<file path="config.mk">
export PLATFORM = sky130hd
export DESIGN_NAME = disparity_wta
export DESIGN_NICKNAME = d
export VERILOG_FILES = /design/src/rtl/stereo_pkg.sv /design/src/rtl/min2_tracker.sv /design/src/rtl/disparity_wta.sv
export SDC_FILE = /design/constraint.sdc
export NUM_CORES = 1
export LEC_CHECK = 0
export ABC_CLOCK_PERIOD_IN_PS = 4300
export BUFFER_PORTS_ARGS = -buffer_cell sky130_fd_sc_hd__buf_2
export CAP_MARGIN = 20
export CORE_ASPECT_RATIO = 0.75
export CORE_UTILIZATION = 25
export DETAILED_ROUTE_END_ITERATION = 8
export MAX_ROUTING_LAYER = met4
export SLEW_MARGIN = 30
export SYNTH_ARGS = -nofsm -noshare
export SYNTH_HDL_FRONTEND = slang
export SYNTH_SLANG_ARGS = --single-unit
</file>
<file path="constraint.sdc">
create_clock -name clk_in -period 4.3 [get_ports clk_in]
set_input_delay 0.215 -clock clk_in [delete_from_list [all_inputs] [get_ports clk_in]]
set_output_delay 0.215 -clock clk_in [all_outputs]
set_load 0.01 [all_outputs]
</file>
<file path="src/rtl/stereo_pkg.sv">
// rtl/stereo_pkg.sv - shared stereo-pipeline constants and WTA state type
// Purpose : image/block geometry derived widths shared by the stereo blocks,
//           and the state type used by the disparity winner-take-all FSM.
// Ports   : none (package).
package stereo_pkg;

   localparam int IMG_W = 240;
   localparam int IMG_H = 320;
   localparam int BLK   = 6;

   localparam int X_W   = $clog2(IMG_W) + 1;
   localparam int Y_W   = $clog2(IMG_H) + 1;
   // Worst-case SSD of a BLKxBLK window of 8-bit pixels, plus one bit of headroom.
   localparam int SSD_W = $clog2(255 * 255 * BLK * BLK) + 1;

   typedef enum logic [1:0] {
      IDLE  = 2'd0,
      ACCUM = 2'd1,
      EMIT  = 2'd2
   } wta_state_t;

endpackage

</file>
<file path="src/rtl/min2_tracker.sv">
// rtl/min2_tracker.sv - running minimum and runner-up tracker
// Purpose : keeps the smallest value seen, its index and the second smallest
//           value (duplicates count, so two equal minima make second == best).
// Ports   : clk_in, rst_in (async, active-high), clear_in (restart tracking),
//           valid_in / value_in / index_in (sample), best_out, best_idx_out,
//           second_out.
module min2_tracker #(
   parameter int VAL_W = 23,
   parameter int IDX_W = 4
) (
   input  logic             clk_in,
   input  logic             rst_in,
   input  logic             clear_in,
   input  logic             valid_in,
   input  logic [VAL_W-1:0] value_in,
   input  logic [IDX_W-1:0] index_in,
   output logic [VAL_W-1:0] best_out,
   output logic [IDX_W-1:0] best_idx_out,
   output logic [VAL_W-1:0] second_out
);

   logic [VAL_W-1:0] r_best;
   logic [VAL_W-1:0] r_second;
   logic [IDX_W-1:0] r_best_idx;

   // Strict compares: an equal later value never displaces the earlier
   // (lower-index) winner, but it does become the runner-up.
   always_ff @(posedge clk_in or posedge rst_in) begin
      if (rst_in) begin
         r_best     <= '1;
         r_second   <= '1;
         r_best_idx <= '0;
      end else if (clear_in) begin
         r_best     <= '1;
         r_second   <= '1;
         r_best_idx <= '0;
      end else if (valid_in) begin
         if (value_in < r_best) begin
            r_second   <= r_best;
            r_best     <= value_in;
            r_best_idx <= index_in;
         end else if (value_in < r_second) begin
            r_second <= value_in;
         end
      end
   end

   assign best_out     = r_best;
   assign best_idx_out = r_best_idx;
   assign second_out   = r_second;

endmodule

</file>
<file path="src/rtl/disparity_wta.sv">
// rtl/disparity_wta.sv - winner-take-all disparity selector
// Purpose : consumes one SSD per candidate disparity of a block, picks the
//           lowest SSD (lowest disparity on ties) and flags whether it beats
//           the runner-up by a margin of best >> UNIQ_SHIFT.
// Ports   : clk_in, rst_in (async, active-high); start_in with num_cand_in,
//           block_x_in, block_y_in; ssd_valid_in / ssd_in candidate stream;
//           busy_out; disp_valid_out strobe with disp_out, min_ssd_out,
//           confident_out, block_x_out, block_y_out; sticky overrun_out.
module disparity_wta #(
   parameter int MAX_DISP   = 16,
   parameter int SSD_W      = 23,
   parameter int UNIQ_SHIFT = 3
) (
   input  logic                         clk_in,
   input  logic                         rst_in,
   input  logic                         start_in,
   input  logic [$clog2(MAX_DISP):0]    num_cand_in,
   input  logic [stereo_pkg::X_W-1:0]   block_x_in,
   input  logic [stereo_pkg::Y_W-1:0]   block_y_in,
   input  logic                         ssd_valid_in,
   input  logic [SSD_W-1:0]             ssd_in,
   output logic                         busy_out,
   output logic                         disp_valid_out,
   output logic [$clog2(MAX_DISP)-1:0]  disp_out,
   output logic [SSD_W-1:0]             min_ssd_out,
   output logic                         confident_out,
   output logic [stereo_pkg::X_W-1:0]   block_x_out,
   output logic [stereo_pkg::Y_W-1:0]   block_y_out,
   output logic                         overrun_out
);

   import stereo_pkg::*;

   localparam int                DISP_W  = $clog2(MAX_DISP);
   localparam int                CNT_W   = DISP_W + 1;
   localparam logic [CNT_W-1:0]  MAX_CNT = CNT_W'(MAX_DISP);

   wta_state_t        r_state;
   wta_state_t        w_next_state;

   logic [CNT_W-1:0]  r_num_cand;
   logic [DISP_W-1:0] r_cnt;
   logic [X_W-1:0]    r_x;
   logic [Y_W-1:0]    r_y;

   logic [DISP_W-1:0] r_disp_hold;
   logic [SSD_W-1:0]  r_min_hold;
   logic              r_conf_hold;
   logic [X_W-1:0]    r_x_hold;
   logic [Y_W-1:0]    r_y_hold;
   logic              r_overrun;

   logic [CNT_W-1:0]  w_num_clamped;
   logic              w_clear;
   logic              w_acc_valid;
   logic              w_last;
   logic              w_disp_valid;
   logic [SSD_W-1:0]  w_best;
   logic [SSD_W-1:0]  w_second;
   logic [DISP_W-1:0] w_best_idx;
   logic [SSD_W:0]    w_sum;
   logic              w_confident;

   assign w_num_clamped = (num_cand_in > MAX_CNT) ? MAX_CNT : num_cand_in;
   assign w_clear       = (r_state == IDLE) && start_in;
   assign w_acc_valid   = (r_state == ACCUM) && ssd_valid_in;
   // r_num_cand is never zero while in ACCUM, so the subtraction cannot wrap.
   assign w_last        = w_acc_valid && ({1'b0, r_cnt} == (r_num_cand - CNT_W'(1)));

   min2_tracker #(
      .VAL_W (SSD_W),
      .IDX_W (DISP_W)
   ) u_min2 (
      .clk_in       (clk_in),
      .rst_in       (rst_in),
      .clear_in     (w_clear),
      .valid_in     (w_acc_valid),
      .value_in     (ssd_in),
      .index_in     (r_cnt),
      .best_out     (w_best),
      .best_idx_out (w_best_idx),
      .second_out   (w_second)
   );

   // One extra bit so best + best/2^k cannot wrap; an all-ones best with no
   // runner-up therefore never reads as confident.
   assign w_sum       = {1'b0, w_best} + {1'b0, (w_best >> UNIQ_SHIFT)};
   assign w_confident = (w_sum < {1'b0, w_second});

   always_ff @(posedge clk_in or posedge rst_in) begin
      if (rst_in) begin
         r_state <= IDLE;
      end else begin
         r_state <= w_next_state;
      end
   end

   always_comb begin
      w_next_state = r_state;
      w_disp_valid = 1'b0;
      case (r_state)
         IDLE: begin
            if (start_in) begin
               w_next_state = (w_num_clamped == '0) ? EMIT : ACCUM;
            end
         end
         ACCUM: begin
            if (w_last) begin
               w_next_state = EMIT;
            end
         end
         EMIT: begin
            w_disp_valid = 1'b1;
            w_next_state = IDLE;
         end
         default: begin
            w_next_state = IDLE;
         end
      endcase
   end

   always_ff @(posedge clk_in or posedge rst_in) begin
      if (rst_in) begin
         r_num_cand <= '0;
         r_cnt      <= '0;
         r_x        <= '0;
         r_y        <= '0;
      end else if (w_clear) begin
         r_num_cand <= w_num_clamped;
         r_cnt      <= '0;
         r_x        <= block_x_in;
         r_y        <= block_y_in;
      end else if (w_acc_valid) begin
         r_cnt <= r_cnt + DISP_W'(1);
      end
   end

   // Result registers capture during EMIT so the outputs hold between strobes.
   always_ff @(posedge clk_in or posedge rst_in) begin
      if (rst_in) begin
         r_disp_hold <= '0;
         r_min_hold  <= '0;
         r_conf_hold <= 1'b0;
         r_x_hold    <= '0;
         r_y_hold    <= '0;
      end else if (w_disp_valid) begin
         r_disp_hold <= w_best_idx;
         r_min_hold  <= w_best;
         r_conf_hold <= w_confident;
         r_x_hold    <= r_x;
         r_y_hold    <= r_y;
      end
   end

   always_ff @(posedge clk_in or posedge rst_in) begin
      if (rst_in) begin
         r_overrun <= 1'b0;
      end else if ((start_in && (r_state != IDLE)) ||
                   (ssd_valid_in && (r_state == EMIT))) begin
         r_overrun <= 1'b1;
      end
   end

   // During EMIT the live tracker values are shown so the strobe needs no
   // extra pipeline stage after the final candidate.
   assign busy_out       = (r_state != IDLE);
   assign disp_valid_out = w_disp_valid;
   assign disp_out       = w_disp_valid ? w_best_idx  : r_disp_hold;
   assign min_ssd_out    = w_disp_valid ? w_best      : r_min_hold;
   assign confident_out  = w_disp_valid ? w_confident : r_conf_hold;
   assign block_x_out    = w_disp_valid ? r_x         : r_x_hold;
   assign block_y_out    = w_disp_valid ? r_y         : r_y_hold;
   assign overrun_out    = r_overrun;

endmodule
</file>
==> summary.txt <==
Run status
  – Run status: finished, final reports clean

Clock tree
  – Clock-pin slew reported for the worst setup and hold paths after clock tree synthesis: 60 ps
  – CTS Buf Count: 17
  – Clock insertion delay at the later pin of the skew report: 430 ps
  – Clock root buffer: clkbuf_16
  – Clk sink count: between 100 and 150
  – # H-tree levels: 4
  – TritonCTS clock tree: done
  – Maximum clock path buffer count: 2

Finish
  – End-of-flow core utilization: 32.1%
  – Fraction of layout cells with a size suffix above 1: 29.2%
  – Final non-filler cell total: 1331
  – Post-layout net count: ~1100
  – Layout overhead on the synthesized area: 25.5%

Timing
  – Worst Hold Slack: about 29 ps
  – Max-slew headroom: 48.2%
  – Highest clock rate: 0.239 GHz
  – Endpoints failing hold: 0
  – Number of max-slew violations in the final report: 0
  – Period Utilization, post-route: 97.5%
  – Fin crit period: roughly 4200 ps
  – Unrepaired setup endpoints after global routing: yes
  – Measured slew at the worst slew-check pin: slightly below 800 ps
  – Largest clock skew in the final design: 12.0 ps
  – Setup violation total in the final timing report: 0
  – Post-route worst setup slack: 108 ps

Floorplan
  – Y dimension of the die: 154 um
  – Starting utilization of the core area: 25.5%
  – Row Count: 55
  – DIE AREA: 31700 sq um
  – Number of top-level design ports: 101
  – Area of the placeable core: 30300 sq um
  – Horizontal die dimension: 205 um

Worst setup path
  – Largest driver fanout on the critical path: 5
  – CP required: 4090 ps
  – Reg2Reg Setup Slack: 620 ps
  – Critical path class: reg2out
  – Slowest stage cell on the critical path: dfstp_2
  – Largest delay share family, worst path: compound AO/OA/AOI/OAI gates
  – Max incr delay on CP: 580 ps
  – WP data arrival: 3980 ps
  – Critical path buffer and inverter count: 2
  – Element type at the critical path end: output pin
  – Crit start category: flip-flop
  – Cell-by-cell trace of the critical path: ha_4, inv_2, fa_2, nor2b_2, o31a_1, o2111ai_2, nand2_2, a21oi_2, xnor2_1, ha_1, nand4_1, nor2_2, a221o_1, nor3_2, o31ai_2, a2bb2oi_2, buf_2

Global route
  – All-layer global routing usage: between 10 and 15%
  – Antenna violations before repair: 1
  – Overall overflow remaining after global route: 0
  – Pin count of the biggest net entering global routing: 79
  – Global-route wire length before repair: between 30 and 40 mm
  – Vias in the first global route: 6424

Pwr
  – Sw Share: about 43%
  – Sequential Power Share: 25.5%
  – Worst IR Drop VDD: 0.000289 V
  – Net switching power: 3630 uW
  – Cell internal pwr: ~4800 uW
  – Power density over the cells: 865 nW/um^2
  – Leak: about 0.0046 uW
  – Fraction of power consumed by the clock network: 17.4%
  – Combinational Power Share: a little under three fifths

Placement
  – Detailed-placement wirelength estimate: 15.1 mm
  – Weighted congestion at the end of routability-driven global placement: 0.893
  – I/O Buffers: 100
  – Total instance count after detailed placement: 1269
  – Pre-CTS worst setup slack: roughly 220 ps

Drt
  – Iteration-0 DRC Markers: 372
  – Drt via density: 4.84
  – Number of detailed-routing iterations run before antenna repair: 5
  – DRT Wirelength: approximately 22 mm
  – DR vias: 6444
  – WL/cell: 16.2 um
  – DRC violations left: 0
  – Antenna Nets Post-Route: 0

Synth
  – Share of the yosys chip area belonging to registers: 42.1%
  – Area of the mapped netlist: 7750 sq um
  – FFs w/ async S/R, synth: 100%
  – Synth Area per Inst: 9.77 sq um
  – Cell type with the highest aggregate area in the netlist: dfrtp_1
  – Count of synthesis-stage warnings from yosys: 0
  – Most numerous cell types in the synthesized netlist: nand2_1, ha_1, dfrtp_1
  – Most repeated cell in the gate-level netlist after synthesis: nand2_1
  – Number of unique standard cell types used by synthesis: 56
  – Synthesized netlist net count: approximately 930
  – Primary FF master, synth: dfrtp_1
  – Most area-consuming cells after synthesis: dfrtp_1, dfstp_2, ha_1, nand2_1, a31oi_1
  – Synth top area share: a little over a quarter
  – Synthesized netlist cell count: 793
  – Number of synthesized register bits: between 100 and 150
  – EDFF count, synth: 0

Run
  – Maximum capacitance violations: 0

Worst hold path
  – HP Class: in2reg
## sequential cells by signal, indices dropped and copies added (netlist names)
signal	cells
r_min_hold	23
u_min2.best_out	23
u_min2.second_out	23
r_y	10
r_y_hold	10
r_x	9
r_x_hold	9
r_num_cand	5
r_cnt	4
r_disp_hold	4
u_min2.best_idx_out	4
r_state	2
overrun_out	1
r_conf_hold	1
## layer usage
| metal | up-vias | routed length [um] | track usage [%] | share of wire [%] |
|---|---|---|---|---|
| met2 | 172 | 9110 | 20.4 | 42 |
| met4 | 0 | 260 | 3.70 | 1.2 |
| li1 | 3125 | - | - | - |
| met5 | - | 0 | - | 0 |
| met1 | 3118 | 10800 | 20.1 | 50 |
| met3 | 29 | 1390 | 4.09 | 6.5 |
## tightest hold or removal path: stages
cell and delay (ps):
buf_2 90, nand3b_1 70, nand2_1 60
## area by class of cell
type / instances / area, sq um
Timing Repair Buffer: 138 / 867
Sequential cell: 128 / 3260
Clock buffer: 21 / 440
Antenna cell: 1 / 2.50
Tap cell: 399 / 499
Multi-Input combinational cell: 578 / 4300
Inverter: 55 / 211
Fill cell: 3144 / 20600
Clock inverter: 11 / 145
## cell families after synthesis
logic type               count (synthesis)  share of synthesized area, %
buffers and inverters                   87                          4.47
AND/OR/NAND/NOR                        228                          13.0
flip-flops                             128                          42.1
adder cells (fa/ha/maj)                 89                          14.5
XOR/XNOR                                25                          2.82
AO/OA/AOI/OAI                          211                          19.5
multiplexers                            25                          3.62
## per-stage QoR
step                TNS, ps  power [uW]  instance area (sq um)
floorplan                 0        5380                   7750
global placement          0        6490                   8730
detailed placement        0        6590                   8730
CTS                       0        8160                   9570
global route          -96.9        9150                   9730
finish                    0        8410                   9730
## placed cells by master, fill, tap and decap left out, types with 5 or more instances in the layout
cell type      Yosys  final
a211oi_1           8      5
a21o_1            13     13
a21oi_1           40     34
a21oi_2            0      6
a31oi_1           49     46
and3_1             5      5
buf_2              4    100
buf_4              0     14
clkbuf_16          0     17
dfrtp_1           82     82
dfstp_2           46     46
dlygate4sd3_1      0     21
ha_1              88     85
inv_1             55     53
mux2_2            24     24
nand2_1          122    119
nand3_1           14     14
nand3b_1           5      5
nand4_1           12     12
nor2_1            46     45
o211ai_1           5      5
o21a_1             6      6
o21ai_0           40     38
o221ai_2          19     19
xnor2_1           18     18
xor2_1             7      7
## power groups by stage
stage | combinational, uW | sequential (uW) | clock [uW]
2_1_floorplan | 3320 | 2050 | 0
3_3_place_gp | 4360 | 2140 | 0
3_5_place_dp | 4440 | 2160 | 0
4_1_cts | 4530 | 2140 | 1490
5_1_grt | 5390 | 2210 | 1550
6_report | 4800 | 2140 | 1470
## final timing paths
kind / startpoint / to / cells past startpoint
max: u_min2.best_out[0] / confident_out / 17
min: num_cand_in[3] / r_num_cand[3] / 3
max reg2reg: u_min2.best_out[2] / u_min2.second_out[11] / 10
min reg2reg: r_x[1] / r_x[1] / 2
max in group asynchronous: rst_in / u_min2.best_out[7] / 4
min in group asynchronous: rst_in / r_x_hold[1] / 3
## timing repair
action | CTS | global route
hold endpoints to repair | 84 | 0
setup buffers | 1 | 7
hold buffers | 21 | 0
gates resized for setup | 7 | 23
pin swaps | 6 | 21
endpoints found under the setup margin | 1 | 1
(Power assumes the default switching activity.)
